<file path="config.mk">
export PLATFORM = sky130hd
export DESIGN_NAME = int_to_posit_seq
export DESIGN_NICKNAME = d
export VERILOG_FILES = /design/src/rtl/int_to_posit_seq.sv
export SDC_FILE = /design/constraint.sdc
export NUM_CORES = 1
export LEC_CHECK = 0
export ABC_AREA = 1
export CORE_UTILIZATION = 41
export CTS_CLUSTER_DIAMETER = 150
export DETAILED_ROUTE_END_ITERATION = 10
export GPL_ROUTABILITY_DRIVEN = 1
export PLACE_DENSITY = 0.63
export SKIP_LAST_GASP = 1
export SLEW_MARGIN = 20
export SYNTH_ARGS = -nofsm -noshare
export SYNTH_HDL_FRONTEND = slang
export SYNTH_SLANG_ARGS = --single-unit
</file>
<file path="constraint.sdc">
create_clock -name clk -period 2.8 [get_ports clk]
set_input_delay 0.42 -clock clk [delete_from_list [all_inputs] [get_ports clk]]
set_output_delay 0.42 -clock clk [all_outputs]
set_load 0.05 [all_outputs]
</file>
<file path="src/rtl/int_to_posit_seq.sv">
// int_to_posit_seq
//   Multi-cycle converter from a signed two's-complement integer to
//   posit<N,ES>. The operand is normalised one bit per cycle, then the
//   regime/exponent/fraction body is assembled, rounded or truncated,
//   saturated to maxpos and sign-applied in a single encode cycle.
//
// Parameters
//   IN_W  input integer width (signed), >= 2
//   N     posit width, >= 4
//   ES    exponent field width, 0..N-3
//
// Ports
//   clk        clock, rising edge
//   rst        asynchronous active-high reset
//   in_valid   in_data valid
//   in_ready   converter can accept (IDLE only)
//   in_data    signed integer operand
//   out_valid  out_posit valid, held until accepted
//   out_ready  downstream accepts out_posit
//   out_posit  posit result
//   busy       high in any state other than IDLE
//
// Build option
//   INT2POSIT_RNE_EN  defined: round-to-nearest-even
//                     undefined: truncate magnitude toward zero
//
// States
//   IDLE | waiting for an operand, in_ready high
//   NORM | shifting mag left until its MSB is set
//   ENC  | assembling, rounding and signing the posit
//   OUT  | holding out_posit until out_ready
module int_to_posit_seq #(
  parameter int IN_W = 16,
  parameter int N    = 8,
  parameter int ES   = 1
) (
  input  logic            clk,
  input  logic            rst,
  input  logic            in_valid,
  output logic            in_ready,
  input  logic [IN_W-1:0] in_data,
  output logic            out_valid,
  input  logic            out_ready,
  output logic [N-1:0]    out_posit,
  output logic            busy
);

  localparam int SW = $clog2(IN_W);
  localparam int RW = ES + IN_W;      // {0, e, fraction}
  localparam int LW = N - 1 + RW;     // regime ones field + RW
  localparam logic [SW-1:0] E_MASK = SW'((1 << ES) - 1);

`ifdef INT2POSIT_RNE_EN
  localparam bit RNE = 1'b1;
`else
  localparam bit RNE = 1'b0;
`endif

  typedef enum logic [1:0] {IDLE, NORM, ENC, OUT} state_t;

  state_t          state;
  logic            sign;
  logic [IN_W-1:0] mag;
  logic [SW-1:0]   scale;

  logic [IN_W-1:0] abs_in;
  logic [SW-1:0]   k_val;
  logic            sat;
  logic [31:0]     sh;
  logic [RW-1:0]   rem;
  logic [LW-1:0]   lv;
  logic [N-2:0]    body;
  logic            guard;
  logic            sticky;
  logic            round_up;
  logic [N-1:0]    rounded;
  logic [N-2:0]    mag_p;
  logic [N-1:0]    enc_posit;

  always_comb begin
    abs_in = in_data[IN_W-1] ? (~in_data + IN_W'(1)) : in_data;
  end

  // The regime is k+1 ones then a zero. Placing N-1 ones above {0,e,frac}
  // and shifting left by N-2-k leaves exactly k+1 ones followed by the
  // terminating zero (the top bit of rem, always 0 since e < 2^ES).
  always_comb begin
    k_val    = scale >> ES;
    sat      = (32'(k_val) >= 32'(N - 2));
    sh       = sat ? 32'd0 : (32'(N - 2) - 32'(k_val));
    rem      = (RW'(scale & E_MASK) << (IN_W - 1)) | RW'(mag[IN_W-2:0]);
    lv       = {{(N-1){1'b1}}, rem} << sh;
    body     = lv[LW-1 -: N-1];
    guard    = lv[LW-N];
    sticky   = |lv[LW-N-1:0];
    round_up = RNE & guard & (sticky | body[0]);
    rounded  = {1'b0, body} + N'(round_up);
    if (sat || rounded[N-1])
      mag_p = '1;
    else
      mag_p = rounded[N-2:0];
    enc_posit = sign ? (~{1'b0, mag_p} + N'(1)) : {1'b0, mag_p};
  end

  always_ff @(posedge clk or posedge rst) begin
    if (rst) begin
      state     <= IDLE;
      sign      <= 1'b0;
      mag       <= '0;
      scale     <= '0;
      in_ready  <= 1'b1;
      out_valid <= 1'b0;
      out_posit <= '0;
      busy      <= 1'b0;
    end else begin
      case (state)
        IDLE: begin
          if (in_valid && in_ready) begin
            sign     <= in_data[IN_W-1];
            mag      <= abs_in;
            scale    <= SW'(IN_W - 1);
            in_ready <= 1'b0;
            busy     <= 1'b1;
            if (abs_in == '0) begin
              out_posit <= '0;
              out_valid <= 1'b1;
              state     <= OUT;
            end else begin
              state <= NORM;
            end
          end
        end
        NORM: begin
          if (mag[IN_W-1]) begin
            state <= ENC;
          end else begin
            mag   <= mag << 1;
            scale <= scale - SW'(1);
          end
        end
        ENC: begin
          out_posit <= enc_posit;
          out_valid <= 1'b1;
          state     <= OUT;
        end
        OUT: begin
          if (out_ready) begin
            out_valid <= 1'b0;
            in_ready  <= 1'b1;
            busy      <= 1'b0;
            state     <= IDLE;
          end
        end
        default: state <= IDLE;
      endcase
    end
  end

endmodule
</file>
Yosys cells after proc, flatten, opt, wreduce, memory -nomap -nowiden
Index checks and enable logic that the tools add are counted.
{"block": "word_totals", "reg_bits": 34, "word_cells": 67, "out_inout_bits": 11}
{"block": "op_classes", "eq_ne": 8, "reduce_logical": 14, "magnitude_cmp": 1, "bitwise": 3, "muxes": 27, "shift": 1, "add_sub_neg": 4}
{"operator": "two-way mux 16 bit", "n": 3}
{"operator": "two-way mux 32 bit", "n": 1}
{"operator": "case mux 16 bit (2 select lines)", "n": 1}
{"operator": "left shift 24 x 32 -> 24 bit", "n": 1}
{"operator": "two-way mux 8 bit", "n": 3}
{"operator": "adder 16 x 1 -> 16 bit (second input constant)", "n": 1}
{"operator": "zero test 16 bit", "n": 1}
{"operator": "NOT 16 bit", "n": 1}
{"operator": "bitwise OR 16 x 15 -> 16 bit", "n": 1}
{"operator": "case mux 8 bit (2 select lines)", "n": 1}
{"operator": "AND reduction 3 bit", "n": 4}
{"operator": "!= test 2 bit (second input constant)", "n": 5}
{"operator": "adder 8 x 1 -> 8 bit (second input constant)", "n": 1}
{"operator": "two-way mux 2 bit", "n": 4}
{"operator": "two-way mux 4 bit", "n": 2}
{"operator": "NOT 7 -> 8 bit", "n": 1}
{"operator": "case mux 2 bit (4 select lines)", "n": 1}
{"operator": "case mux 4 bit (2 select lines)", "n": 1}
{"operator": "two-way mux 7 bit", "n": 1}
{"operator": "two-way mux 1 bit", "n": 6}
{"operator": "nonzero test 2 bit", "n": 3}
{"operator": "== test 2 bit (second input constant)", "n": 2}
{"operator": "case mux 1 bit (2 select lines)", "n": 2}
{"operator": "AND reduction 2 bit", "n": 2}
{"operator": "other kinds (9)", "n": 9}

Logic depth before layout (Yosys ltp)
Gate-level depths: netlist of the first run.
{"block": "logic_depth", "ltp_word": 8, "mapped_depth": 18, "depth_no_buf": 18}

Worst setup path after synthesis of the first run
OpenSTA, ideal clock, no wires.
{"block": "synth_path", "path_type": "register -> register", "startpoint": "register scale[1]", "endpoint": "register out_posit[4]", "setup_slack_ns": 0.582, "period_less_slack_ns": 2.218, "stages_incl_launch_ff": 16, "n_path_buf": 0, "arrival_ns": 2.152, "path_cell_list": "dfrtp_1 > ha_1 > ha_1 > inv_1 > nand3_4 > nor2_1 > inv_1 > o21ai_1 > nand2_1 > nand2_1 > ha_1 > inv_1 > o21ai_0 > xor2_1 > nand2_1 > nand2_1"}
{"block": "synth_between", "elab_chain_len": 8, "elab_cells_between_ends": 9, "cone_classes": "2 x add/sub; 1 x order compare; 1 x shift; 4 x mux; 1 x bitwise"}
{"element": "from (decl)", "line": "64", "text": "logic [SW-1:0] scale;"}
{"element": "from (signal assigned)", "line": "121", "text": "scale <= SW'(IN_W - 1);"}
{"element": "from (signal assigned)", "line": "138", "text": "scale <= scale - SW'(1);"}
{"element": "subtractor 3 x 3 -> 4 bit / greater-or-equal comparator 3 bit (equally long branches)", "line": "90, 89"}
{"element": "two-way mux 32 bit", "line": "90", "text": "sh = sat ? 32'd0 : (32'(N - 2) - 32'(k_val));"}
{"element": "left shift 24 x 32 -> 24 bit", "line": "92", "text": "lv = {{(N-1){1'b1}}, rem} << sh;"}
{"element": "two-way mux 7 bit *", "line": "98", "text": "if (sat || rounded[N-1])"}
{"element": "NOT 7 -> 8 bit", "line": "102", "text": "enc_posit = sign ? (~{1'b0, mag_p} + N'(1)) : {1'b0, mag_p};"}
{"element": "adder 8 x 1 -> 8 bit", "line": "102"}
{"element": "two-way mux 8 bit *", "line": "102"}
{"element": "case mux 8 bit (2 select lines) *", "line": "116", "text": "case (state)"}
{"element": "to (signal assigned)", "line": "142", "text": "out_posit <= enc_posit;"}
{"element": "to (decl)", "line": "44", "text": "output logic [N-1:0] out_posit,"}
Mark *: on every way between the ends. The rest lies on a longest branch, timed or not.
A chain may end at the register's enable or synchronous reset.

Worst setup path in the final report of the first run
Same ends and word-level chain as after synthesis.

==> Flow_metrics.wiki, run 1 <==
{| class="wikitable"
! Metric !! Value
|-
| Clock-pin slew of the registers on the worst-case setup and hold paths || about 0.07 ns
|-
| Maximum number of pins on one net before global-route repair || 35
|-
| Sequential Power Share || 23.3%
|-
| Timing endpoint of the critical path || out_posit[4]$_DFFE_PP0P_
|-
| Critical path class || reg -> reg
|-
| Global-route wire length before repair || about 11 mm
|-
| Total nets after synthesis || 448
|-
| Clock buffer depth || 2
|-
| Share of the clock period used by the worst path || about nine tenths
|-
| Initial drt markers || 115
|-
| Net Switching || about 2.0 mW
|-
| Max FO, Critical Path || 5
|-
| Post-Route Skew || ~0.0091 ns
|-
| Max Clk Rate || between 0.3 and 0.4 GHz
|-
| Slew headroom || between 60% and 70%
|-
| Number of cells produced by synthesis || around 420
|-
| Critical R2R Launch || scale[1]$_DFFE_PP0P_
|-
| Proportion of synthesized chip area in sequential cells || approximately 31%
|-
| CTS Root Cell || clkbuf_8
|-
| Number of maximum-capacitance violations || 0
|-
| Nature of the critical path startpoint || register
|-
| Via-to-Cell Ratio || roughly 5
|-
| Number of flops mapped to enable cells by yosys || 0
|-
| Worst-skew pair later-pin latency || ~0.28 ns
|-
| Met1 routing resource usage after global routing || approximately 27%
|-
| Peak-usage layer in the global routing report || met2
|-
| Start point of the worst hold path || out_posit[2]$_DFFE_PP0P_
|-
| Worst Reg-to-Reg Cells || 15
|-
| Routed len/inst || ~12 um
|-
| Part of the total power dissipated in combinational logic || 67.7%
|-
| Area of the core region || around 0.0064 mm^2
|-
| Dpl ws || 0.232 ns
|-
| Initial core utilization || a little over two fifths
|-
| Synthesized area per cell || roughly 6.6 um^2
|-
| Data arrival, critical path || between 2 and 3 ns
|-
| Asr flop ratio synth || 100%
|-
| IO Pins || 31
|-
| Number of antenna violations at the first check in global routing || 0
|-
| # Post-CTS Setup Buffers || 0
|-
| Remaining Overflow, GRT || 0
|-
| Die height || roughly 84 um
|-
| Post-Route WL || ~6.1 mm
|-
| Switching portion of total power || a little over half
|-
| Total number of nets in the final design || between 400 and 500
|-
| Total clock sinks || 34
|-
| Number of buffer cells added on primary ports || 30
|-
| Hold-fix buffers, CTS || 0
|-
| Vias in the first global route || ~2500
|-
| Top cells by area in the synthesized netlist || dfrtp_1 (30%), nand2_1 (20%), nand3_1 (6.8%), inv_1 (6.6%), ha_1 (5.5%)
|-
| Clock tree from TritonCTS || done
|-
| Area fraction of the dominant cell type after synthesis || a little under a third
|-
| Count of vias placed by the detailed router || roughly 2600
|-
| Reg2reg setup slack || 0.25 ns
|-
| Final core utilization || approximately half
|-
| Area growth syn-to-layout || 17.6%
|-
| Result of the run || finished, final reports clean
|-
| Post-CTS Resized || 0
|-
| Number of standard cells in the layout, taps in and fillers out || ~530
|-
| IR Drop Worst-Case VDD || 1.01 mV
|-
| Worst hold margin || about 0.49 ns
|-
| Worst r2r dst || out_posit[4]$_DFFE_PP0P_
|-
| GR Util All Layers || about a fifth
|-
| Primary FF master, synth || dfrtp_1
|-
| Total inserted antenna cells || 0
|-
| Fraction of layout cells with a size suffix above 1 || 10.6%
|-
| Number of hold-slack violations in the final timing report || 0
|-
| H-Tree Depth || 2
|-
| Cell type with the highest aggregate area in the netlist || dfrtp_1
|-
| Estimated wirelength of the detail-placed design || 4.80 mm
|-
| Die area || about 0.007 mm^2
|-
| Final setup violating endpoints || 0
|-
| Final max-slew violation count || 0
|-
| Relative contribution of the clock network to total power || approximately 9%
|-
| Internal portion of total power || between 1.5 and 2 mW
|-
| Number of warnings printed during yosys synthesis || 0
|-
| Cell area after synthesis || 0.00273 mm^2
|-
| Timing startpoint of the critical path || scale[1]$_DFFE_PP0P_
|-
| Critical path required time || between 3 and 4 ns
|-
| Number of placement rows || 29
|-
| Remaining design rule violation count || 0
|-
| Num CTS Buffers || 5
|-
| Hold Path Class || reg -> reg
|-
| Final weighted congestion in routability-driven placement || around 0.86
|-
| Pleak || ~1.6 nW
|-
| Kind of capture point of the worst setup path || register
|-
| Unique cell type count in the Yosys netlist || 34
|-
| Cell total after placement || 520
|-
| Worst setup slack after layout || roughly 0.25 ns
|-
| Slew at the pin closest to its max-slew limit || 0.500 ns
|-
| Power per cell area || 1190 mW/mm^2
|-
| Chip Width || roughly 84 um
|-
| Global routing usage on met3 || 3.17%
|-
| Number of antenna-violating nets in the routed design || 0
|-
| #FFs+latches synth || 34
|-
| Final TNS setup || 0 ns
|-
| Unrepaired setup endpoints after global routing || false
|-
| Detailed-routing iteration count for the pre-antenna-repair pass || 5
|-
| Min Clock Period, post-route || ~2.5 ns
|-
| GR Layer Usage met2 || a little under a third
|}
## power by group through the flow
stage / clock [mW] / combinational [mW] / sequential (mW)
after floorplan: 0 / 1.79 / 1.06
after global placement: 0 / 2.56 / 0.887
after detailed placement: 0 / 2.57 / 0.890
after CTS: 0.356 / 2.59 / 0.883
after global routing: 0.382 / 2.97 / 0.918
final: 0.342 / 2.58 / 0.885
## worst min-delay path by stage
stage / cells past startpoint / slack [ns] / end
after floorplan: 2 / 0.45 / mag[0]$_DFFE_PP0P_
after global placement: 2 / 0.47 / out_posit[6]$_DFFE_PP0P_
after detailed placement: 2 / 0.47 / out_posit[2]$_DFFE_PP0P_
after CTS: 2 / 0.49 / out_posit[2]$_DFFE_PP0P_
after global routing: 2 / 0.50 / out_posit[2]$_DFFE_PP0P_
final: 2 / 0.49 / out_posit[2]$_DFFE_PP0P_
## worst max-delay path, stage by stage (launching register included)
cell and delay, ns:
dfrtp_1 0.45, ha_1 0.23, ha_1 0.17, inv_1 0.12, nand2_2 0.10, inv_1 0.09, nand2_1 0.11, inv_1 0.15
o211ai_1 0.12, nand3_1 0.18, ha_1 0.20, inv_1 0.05, o21ai_0 0.21, xor2_1 0.18, nand2_1 0.07, nand2_1 0.05
## per-stage QoR
| stage | total power, mW | instance area [um^2] |
|---|---|---|
| after floorplan | 2.85 | 2730 |
| after global placement | 3.45 | 3120 |
| after detailed placement | 3.46 | 3120 |
| after CTS | 3.83 | 3210 |
| after global routing | 4.27 | 3210 |
| final | 3.81 | 3210 |
## logic make-up after synthesis
logic type,share of synthesized area (%)
simple gates,39.4
buf+inv,9.50
compound gates,13.7
flops,31.3
fa+ha+maj,5.51
xor+xnor,0.643
## metal layers
metal | part of all wire [%] | up-vias
met1 | 52 | 1151
met3 | 3.6 | 2
met5 | 0 | -
met2 | 44 | 54
li1 | - | 1395
met4 | 0.57 | 0
## layout by cell type (no fill, tap or decap), types with 5 or more instances in the layout
master | Yosys | routed
o21ai_1 | 13 | 13
dfrtp_1 | 33 | 33
a22oi_1 | 12 | 12
a21oi_1 | 9 | 9
nand3_1 | 37 | 37
inv_2 | 8 | 8
inv_1 | 48 | 48
clkbuf_8 | 0 | 5
buf_4 | 3 | 6
nand2_1 | 142 | 142
nand2_2 | 10 | 10
nor2_2 | 7 | 7
nor2_1 | 30 | 30
clkdlybuf4s50_1 | 0 | 30
ha_1 | 12 | 12
o21ai_0 | 21 | 21
## final cells by class
class	count	area (um^2)
Clock buffer	6	72.6
Clock inverter	2	10.0
Fill cell	641	3180
Inverter	57	214
Multi-Input combinational cell	316	1620
Sequential cell	34	852
Tap cell	77	96.3
Timing Repair Buffer	36	345
## registers in the layout (all words and copies together) (netlist names)
register and flops:
mag 16, out_posit 8, scale 4, state 2
busy 1, in_ready 1, out_valid 1, sign 1
## cell usage after synthesis, drive strengths merged, types with 2 or more instances
cell / instances
xor2: 2
a31oi: 2
nand4: 2
ha: 12
clkbuf: 5
dfrtp: 33
buf: 4
nand3: 39
nor2: 40
o211ai: 3
o21ai: 35
nor3: 2
nand2: 154
a22oi: 12
inv: 56
a21oi: 9
Power figures use the tool's default switching activity.
==> run 2: changes to the inputs <==
CORE_MARGIN = 5   (was default)
GPL_TIMING_DRIVEN = 0   (was default)
MAX_ROUTING_LAYER = met4   (was default)
==> run 2 against run 1 <==
  * Maximum frequency grew 2.5%
  * Highest routed layer unchanged
  * Sequential power shrank 2%
  * Count of clock-buffer cells in the layout grew 1
  * Via count grew 0.12%
  * Sequential share of layout area is essentially flat
  * Cell count grew 0.38%
==> Flow_metrics.wiki, run 2 (synthesis results as in run 1) <==
{| class="wikitable"
! Metric !! Value
|-
| Cell total after placement || 522
|-
| Data arrival, critical path || roughly 2.7 ns
|-
| Critical R2R Launch || scale[1]$_DFFE_PP0P_
|-
| Total inserted antenna cells || 0
|-
| Critical path class || reg -> reg
|-
| Fraction of layout cells with a size suffix above 1 || roughly a tenth
|-
| Number of placement rows || 29
|-
| Hold-fix buffers, CTS || 0
|-
| Start point of the worst hold path || out_posit[2]$_DFFE_PP0P_
|-
| CP bufs+invs || 3
|-
| Max FO, Critical Path || 8
|-
| Unrepaired setup endpoints after global routing || false
|-
| Result of the run || finished, final reports clean
|-
| # Post-CTS Setup Buffers || 0
|-
| Number of antenna-violating nets in the routed design || 0
|-
| Vias in the first global route || 2502
|-
| Clock tree from TritonCTS || done
|-
| Remaining design rule violation count || 0
|-
| Slowest-stage cell, CP || dfrtp_1
|-
| Leading cell type in the layout, fill and taps excluded || nand2_1
|-
| Final weighted congestion in routability-driven placement || 0.877
|-
| Pwr Total || between 3 and 4 mW
|-
| Endpoint, Worst Hold || out_posit[2]$_DFFE_PP0P_
|-
| Estimated wirelength of the detail-placed design || roughly 5.0 mm
|-
| Number of antenna violations at the first check in global routing || 0
|-
| Nature of the critical path startpoint || register
|-
| Num CTS Buffers || 5
|-
| Min Clock Period, post-route || 2.49 ns
|-
| Final max-slew violation count || 0
|-
| Hold Path Class || reg -> reg
|-
| Via-to-Cell Ratio || roughly 5
|-
| Die area || about 0.0084 mm^2
|-
| Dpl ws || around 0.19 ns
|-
| Leading registers by flop count || mag x16, out_posit x8, scale x4
|-
| Die height || 91.5 um
|-
| Worst setup slack after layout || roughly 0.31 ns
|-
| H-Tree Depth || 2
|-
| Slew headroom || between 50% and 60%
|-
| Top register by number of flip-flops || mag
|-
| Global-route wire length before repair || about 11 mm
|-
| Detailed-routing iteration count for the pre-antenna-repair pass || 4
|-
| IR Drop Worst-Case VDD || between 0.8 and 0.9 mV
|-
| Worst Reg-to-Reg Cells || 15
|-
| Number of maximum-capacitance violations || 0
|-
| Critical path, cell by cell || ha_1, ha_1, inv_1, nand3_4, nor2_1, inv_1, o21ai_1, nand2_1, nand2_1, ha_1, inv_1, o21ai_0, xor2_1, nand2_1, nand2_1
|-
| Slew at the pin closest to its max-slew limit || between 0.7 and 0.8 ns
|-
| Hold path depth || 2
|-
| Clock buffer depth || 2
|-
| Worst-skew pair later-pin latency || 0.28 ns
|-
| Chip Width || 91.5 um
|-
| Leading cell types in the layout, fill and taps excluded || nand2_1 (142), inv_1 (47), nand3_1 (37), dfrtp_1 (33), nor2_1 (30)
|-
| Initial drt markers || 116
|-
| Post-CTS Resized || 0
|-
| Internal portion of total power || 1.77 mW
|-
| Switching portion of total power || between 50% and 60%
|-
| GR Util All Layers || 16.2%
|-
| Number of buffer cells added on primary ports || 29
|-
| Count of vias placed by the detailed router || between 2000 and 3000
|-
| Initial core utilization || between 40% and 50%
|-
| Sequential Power Share || 22.8%
|-
| IO Pins || 31
|-
| Post-Route WL || around 6 mm
|-
| Number of hold-slack violations in the final timing report || 0
|-
| Share of the clock period used by the worst path || about nine tenths
|-
| Slowest cell delay on critical path || around 0.45 ns
|-
| Kind of capture point of the worst setup path || register
|-
| CP top delay family || simple AND/OR/NAND/NOR gates
|-
| Relative contribution of the clock network to total power || under 10%
|-
| Max Clk Rate || 0.402 GHz
|-
| Number of standard cells in the layout, taps in and fillers out || 530
|-
| Reg2reg setup slack || ~0.31 ns
|-
| Power per cell area || around 1200 mW/mm^2
|-
| Maximum number of pins on one net before global-route repair || 35
|-
| Post-Route Skew || 0.00645 ns
|-
| CTS Root Cell || clkbuf_8
|-
| Cell repeated most along the worst path || nand2_1
|-
| Part of the total power dissipated in combinational logic || between 60 and 70%
|-
| Net Switching || a little over 2 mW
|-
| Total number of nets in the final design || roughly 480
|-
| Remaining Overflow, GRT || 0
|-
| Final core utilization || ~50%
|-
| Area of the core region || approximately 0.0064 mm^2
|-
| Final setup violating endpoints || 0
|-
| Area growth syn-to-layout || 17.5%
|-
| Total clock sinks || 34
|-
| Largest register FFs || 16
|-
| Worst r2r dst || out_posit[4]$_DFFE_PP0P_
|-
| Pleak || ~1.6 nW
|-
| Clock-pin slew of the registers on the worst-case setup and hold paths || 0.07 ns
|-
| Routed len/inst || around 12 um
|-
| Critical path required time || about 3 ns
|-
| Final TNS setup || 0 ns
|}
run 2: worst max path at each step:
stage	to	from	cells past startpoint	slack, ns
after detailed placement	out_posit[5]$_DFFE_PP0P_	in_data[1]	18	0.19
after CTS	out_posit[4]$_DFFE_PP0P_	scale[1]$_DFFE_PP0P_	15	0.35
final	out_posit[4]$_DFFE_PP0P_	scale[1]$_DFFE_PP0P_	15	0.31
after floorplan	out_posit[4]$_DFFE_PP0P_	scale[1]$_DFFE_PP0P_	15	0.58
after global placement	out_posit[5]$_DFFE_PP0P_	in_data[0]	18	0.20
after global routing	out_posit[4]$_DFFE_PP0P_	scale[1]$_DFFE_PP0P_	15	0.09
run 2: cell type report:
class | count | area [um^2]
tap | 77 | 96.3
inverter | 57 | 214
clock inverter | 1 | 5.00
buffer | 9 | 45.0
timing repair buffer | 29 | 290
multi-input combinational | 316 | 1620
sequential | 34 | 852
clock buffer | 7 | 86.3
fill | 646 | 3220
run 2: stage by stage:
| stage | cell area (um^2) | hold slack, ns |
|---|---|---|
| after detailed placement | 3110 | 0.464 |
| after floorplan | 2730 | 0.453 |
| after global routing | 3200 | 0.506 |
| after global placement | 3110 | 0.464 |
| final | 3200 | 0.478 |
| after CTS | 3200 | 0.484 |
run 2: worst register-to-register path, stage by stage, from the launching register on:
cell and delay [ns]:
dfrtp_1 0.45, ha_1 0.23, ha_1 0.17, inv_1 0.12, nand3_4 0.13, nor2_1 0.19, inv_1 0.13, o21ai_1 0.14
nand2_1 0.06, nand2_1 0.12, ha_1 0.18, inv_1 0.05, o21ai_0 0.19, xor2_1 0.16, nand2_1 0.06, nand2_1 0.06
run 2: per-layer routing:
layer | up-vias | part of all wire, % | GRT usage [%]
met5 | - | 0 | -
met4 | 0 | 1.3 | 5.40
met3 | 8 | 2.2 | 1.82
met2 | 33 | 45 | 25.9
met1 | 1161 | 51 | 21.3
li1 | 1403 | - | -
run 2: power groups by stage:
stage	Sequential (mW)	Combinational (mW)	Clock (mW)
global route	0.900	2.98	0.405
global placement	0.875	2.56	0
finish	0.870	2.58	0.372
detailed placement	0.878	2.57	0
CTS	0.870	2.58	0.384
floorplan	1.06	1.79	0
==> run 3: changes to the inputs <==
RECOVER_POWER = 25   (was default)
==> run 3 against run 2 <==
  * Worst setup slack improved by 0.0011 ns
  * Global-route usage unchanged
  * Routed wire length up 0.24%
  * Hold slack about the same
==> Flow_metrics.wiki, run 3 (synthesis results as in run 1) <==
{| class="wikitable"
! Metric !! Value
|-
| Result of the run || finished, final reports clean
|-
| Leading cell type in the layout, fill and taps excluded || nand2_1
|-
| Final setup violating endpoints || 0
|-
| Die area || ~0.0084 mm^2
|-
| Fraction of layout cells with a size suffix above 1 || roughly 9.9%
|-
| Initial core utilization || a little over two fifths
|-
| Final max-slew violation count || 0
|-
| Slew headroom || roughly 15%
|-
| Clock tree from TritonCTS || done
|-
| Critical R2R Launch || scale[1]$_DFFE_PP0P_
|-
| Max Clk Rate || ~0.40 GHz
|-
| Multi-input gate area || about 0.0016 mm^2
|-
| Min Clock Period, post-route || between 2 and 2.5 ns
|-
| Post-CTS Resized || 0
|-
| Vias in the first global route || 2502
|-
| Reg2reg setup slack || ~0.32 ns
|-
| Die height || 91.5 um
|-
| Clock buffer depth || 2
|-
| Total number of nets in the final design || 484
|-
| Worst hold margin || between 0.4 and 0.5 ns
|-
| Count of vias placed by the detailed router || between 2000 and 3000
|-
| Worst r2r dst || out_posit[4]$_DFFE_PP0P_
|-
| Number of hold-slack violations in the final timing report || 0
|-
| H-Tree Depth || 2
|-
| Chip Width || about 92 um
|-
| Area of the core region || approximately 0.0064 mm^2
|-
| Timing endpoint of the critical path || out_posit[4]$_DFFE_PP0P_
|-
| Critical path required time || about 3.0 ns
|-
| IO Pins || 31
|-
| Data arrival, critical path || between 2 and 3 ns
|-
| Nature of the critical path startpoint || register
|-
| Detailed-routing iteration count for the pre-antenna-repair pass || 4
|-
| Worst Reg-to-Reg Cells || 15
|-
| Number of maximum-capacitance violations || 0
|-
| Number of antenna violations at the first check in global routing || 0
|-
| Worst-skew pair later-pin latency || between 0.2 and 0.3 ns
|-
| Clock-pin slew of the registers on the worst-case setup and hold paths || ~0.070 ns
|-
| Global-route wire length before repair || about 11 mm
|-
| FILL cells || between 600 and 700
|-
| Initial drt markers || 116
|-
| Hold-fix buffers, CTS || 0
|-
| Final TNS setup || 0 ns
|-
| Total clock sinks || 34
|-
| Slew at the pin closest to its max-slew limit || ~1.3 ns
|-
| Pleak || approximately 1.6 nW
|-
| Timing startpoint of the critical path || scale[1]$_DFFE_PP0P_
|-
| Leading registers by flop count || mag x16, out_posit x8, scale x4
|-
| Remaining Overflow, GRT || 0
|-
| Routed len/inst || around 12 um
|-
| Remaining design rule violation count || 0
|-
| Combined flip-flop and latch cell area || 852 um^2
|-
| Number of placement rows || 29
|-
| Kind of capture point of the worst setup path || register
|-
| Power per cell area || 1190 mW/mm^2
|-
| Post-route cell area || roughly 0.0032 mm^2
|-
| Final weighted congestion in routability-driven placement || 0.877
|-
| Hold Path Class || reg -> reg
|-
| Top register by number of flip-flops || mag
|-
| Num CTS Buffers || 5
|-
| Maximum number of pins on one net before global-route repair || 35
|-
| Unrepaired setup endpoints after global routing || false
|-
| Estimated wirelength of the detail-placed design || approximately 5 mm
|-
| Share of the clock period used by the worst path || 88.7%
|-
| Post-Route WL || 6.20 mm
|-
| Area growth syn-to-layout || 17.5%
|-
| IR Drop Worst-Case VDD || between 0.7 and 0.8 mV
|-
| CTS Root Cell || clkbuf_8
|-
| Via-to-Cell Ratio || slightly below 5
|-
| Total inserted antenna cells || 0
|-
| Leading cell types in the layout, fill and taps excluded || nand2_1 (142), inv_1 (48), nand3_1 (37), dfrtp_1 (33), nor2_1 (30)
|-
| # Post-CTS Setup Buffers || 0
|-
| Critical path class || reg -> reg
|-
| Number of buffer cells added on primary ports || 29
|-
| GR Util All Layers || 16.2%
|-
| Largest register FFs || 16
|-
| Max FO, Critical Path || 8
|-
| Number of antenna-violating nets in the routed design || 0
|-
| Cell area after placement || approximately 0.0031 mm^2
|-
| Post-Route Skew || around 0.0066 ns
|-
| Pwr Total || ~3.8 mW
|}
run 3: worst min-delay path by stage:
stage / end / cells past startpoint / slack, ns / startpoint
floorplan: mag[0]$_DFFE_PP0P_ / 2 / 0.45 / mag[0]$_DFFE_PP0P_
global placement: out_posit[4]$_DFFE_PP0P_ / 2 / 0.46 / out_posit[4]$_DFFE_PP0P_
detailed placement: out_posit[2]$_DFFE_PP0P_ / 2 / 0.46 / out_posit[2]$_DFFE_PP0P_
CTS: out_posit[2]$_DFFE_PP0P_ / 2 / 0.48 / out_posit[2]$_DFFE_PP0P_
global route: out_posit[4]$_DFFE_PP0P_ / 2 / 0.51 / out_posit[4]$_DFFE_PP0P_
finish: out_posit[2]$_DFFE_PP0P_ / 2 / 0.48 / out_posit[2]$_DFFE_PP0P_
run 3: metal layers:
layer  GRT usage, %  wire, um
met1           21.3      3120
met2           25.9      2770
met3           1.82       183
met4           5.40       118
met5              -         0
run 3: final cells by class:
type / count / share of cell area (%)
clock buffer: 7 / 2.69
timing repair buffer: 29 / 9.06
tap: 77 / 3.01
inverter: 57 / 6.68
multi-input combinational: 316 / 50.4
clock inverter: 1 / 0.156
buffer: 9 / 1.41
sequential: 34 / 26.6
run 3: critical path: stages (launching register included):
cell and delay [ns]:
dfrtp_1 0.45, ha_1 0.23, ha_1 0.17, inv_1 0.12, nand3_4 0.13, nor2_1 0.19, inv_1 0.13, o21ai_1 0.14
nand2_1 0.06, nand2_1 0.12, ha_1 0.18, inv_1 0.05, o21ai_0 0.19, xor2_1 0.16, nand2_1 0.06, nand2_1 0.06
run 3: power by group:
part	total (mW)	leakage, nW	switching [mW]	internal [mW]
registers	0.870	0.415	0.148	0.722
clock network	0.371	0.0482	0.173	0.198
logic	2.58	1.17	1.73	0.851
run 3: stage by stage:
step / instances / setup slack [ns] / utilization [%]
floorplan: 416 / 0.582 / -
global placement: 522 / 0.200 / 48.5
detailed placement: 522 / 0.188 / 48.5
CTS: 530 / 0.352 / 49.9
global route: 530 / 0.0898 / 49.9
finish: 530 / 0.315 / 49.9
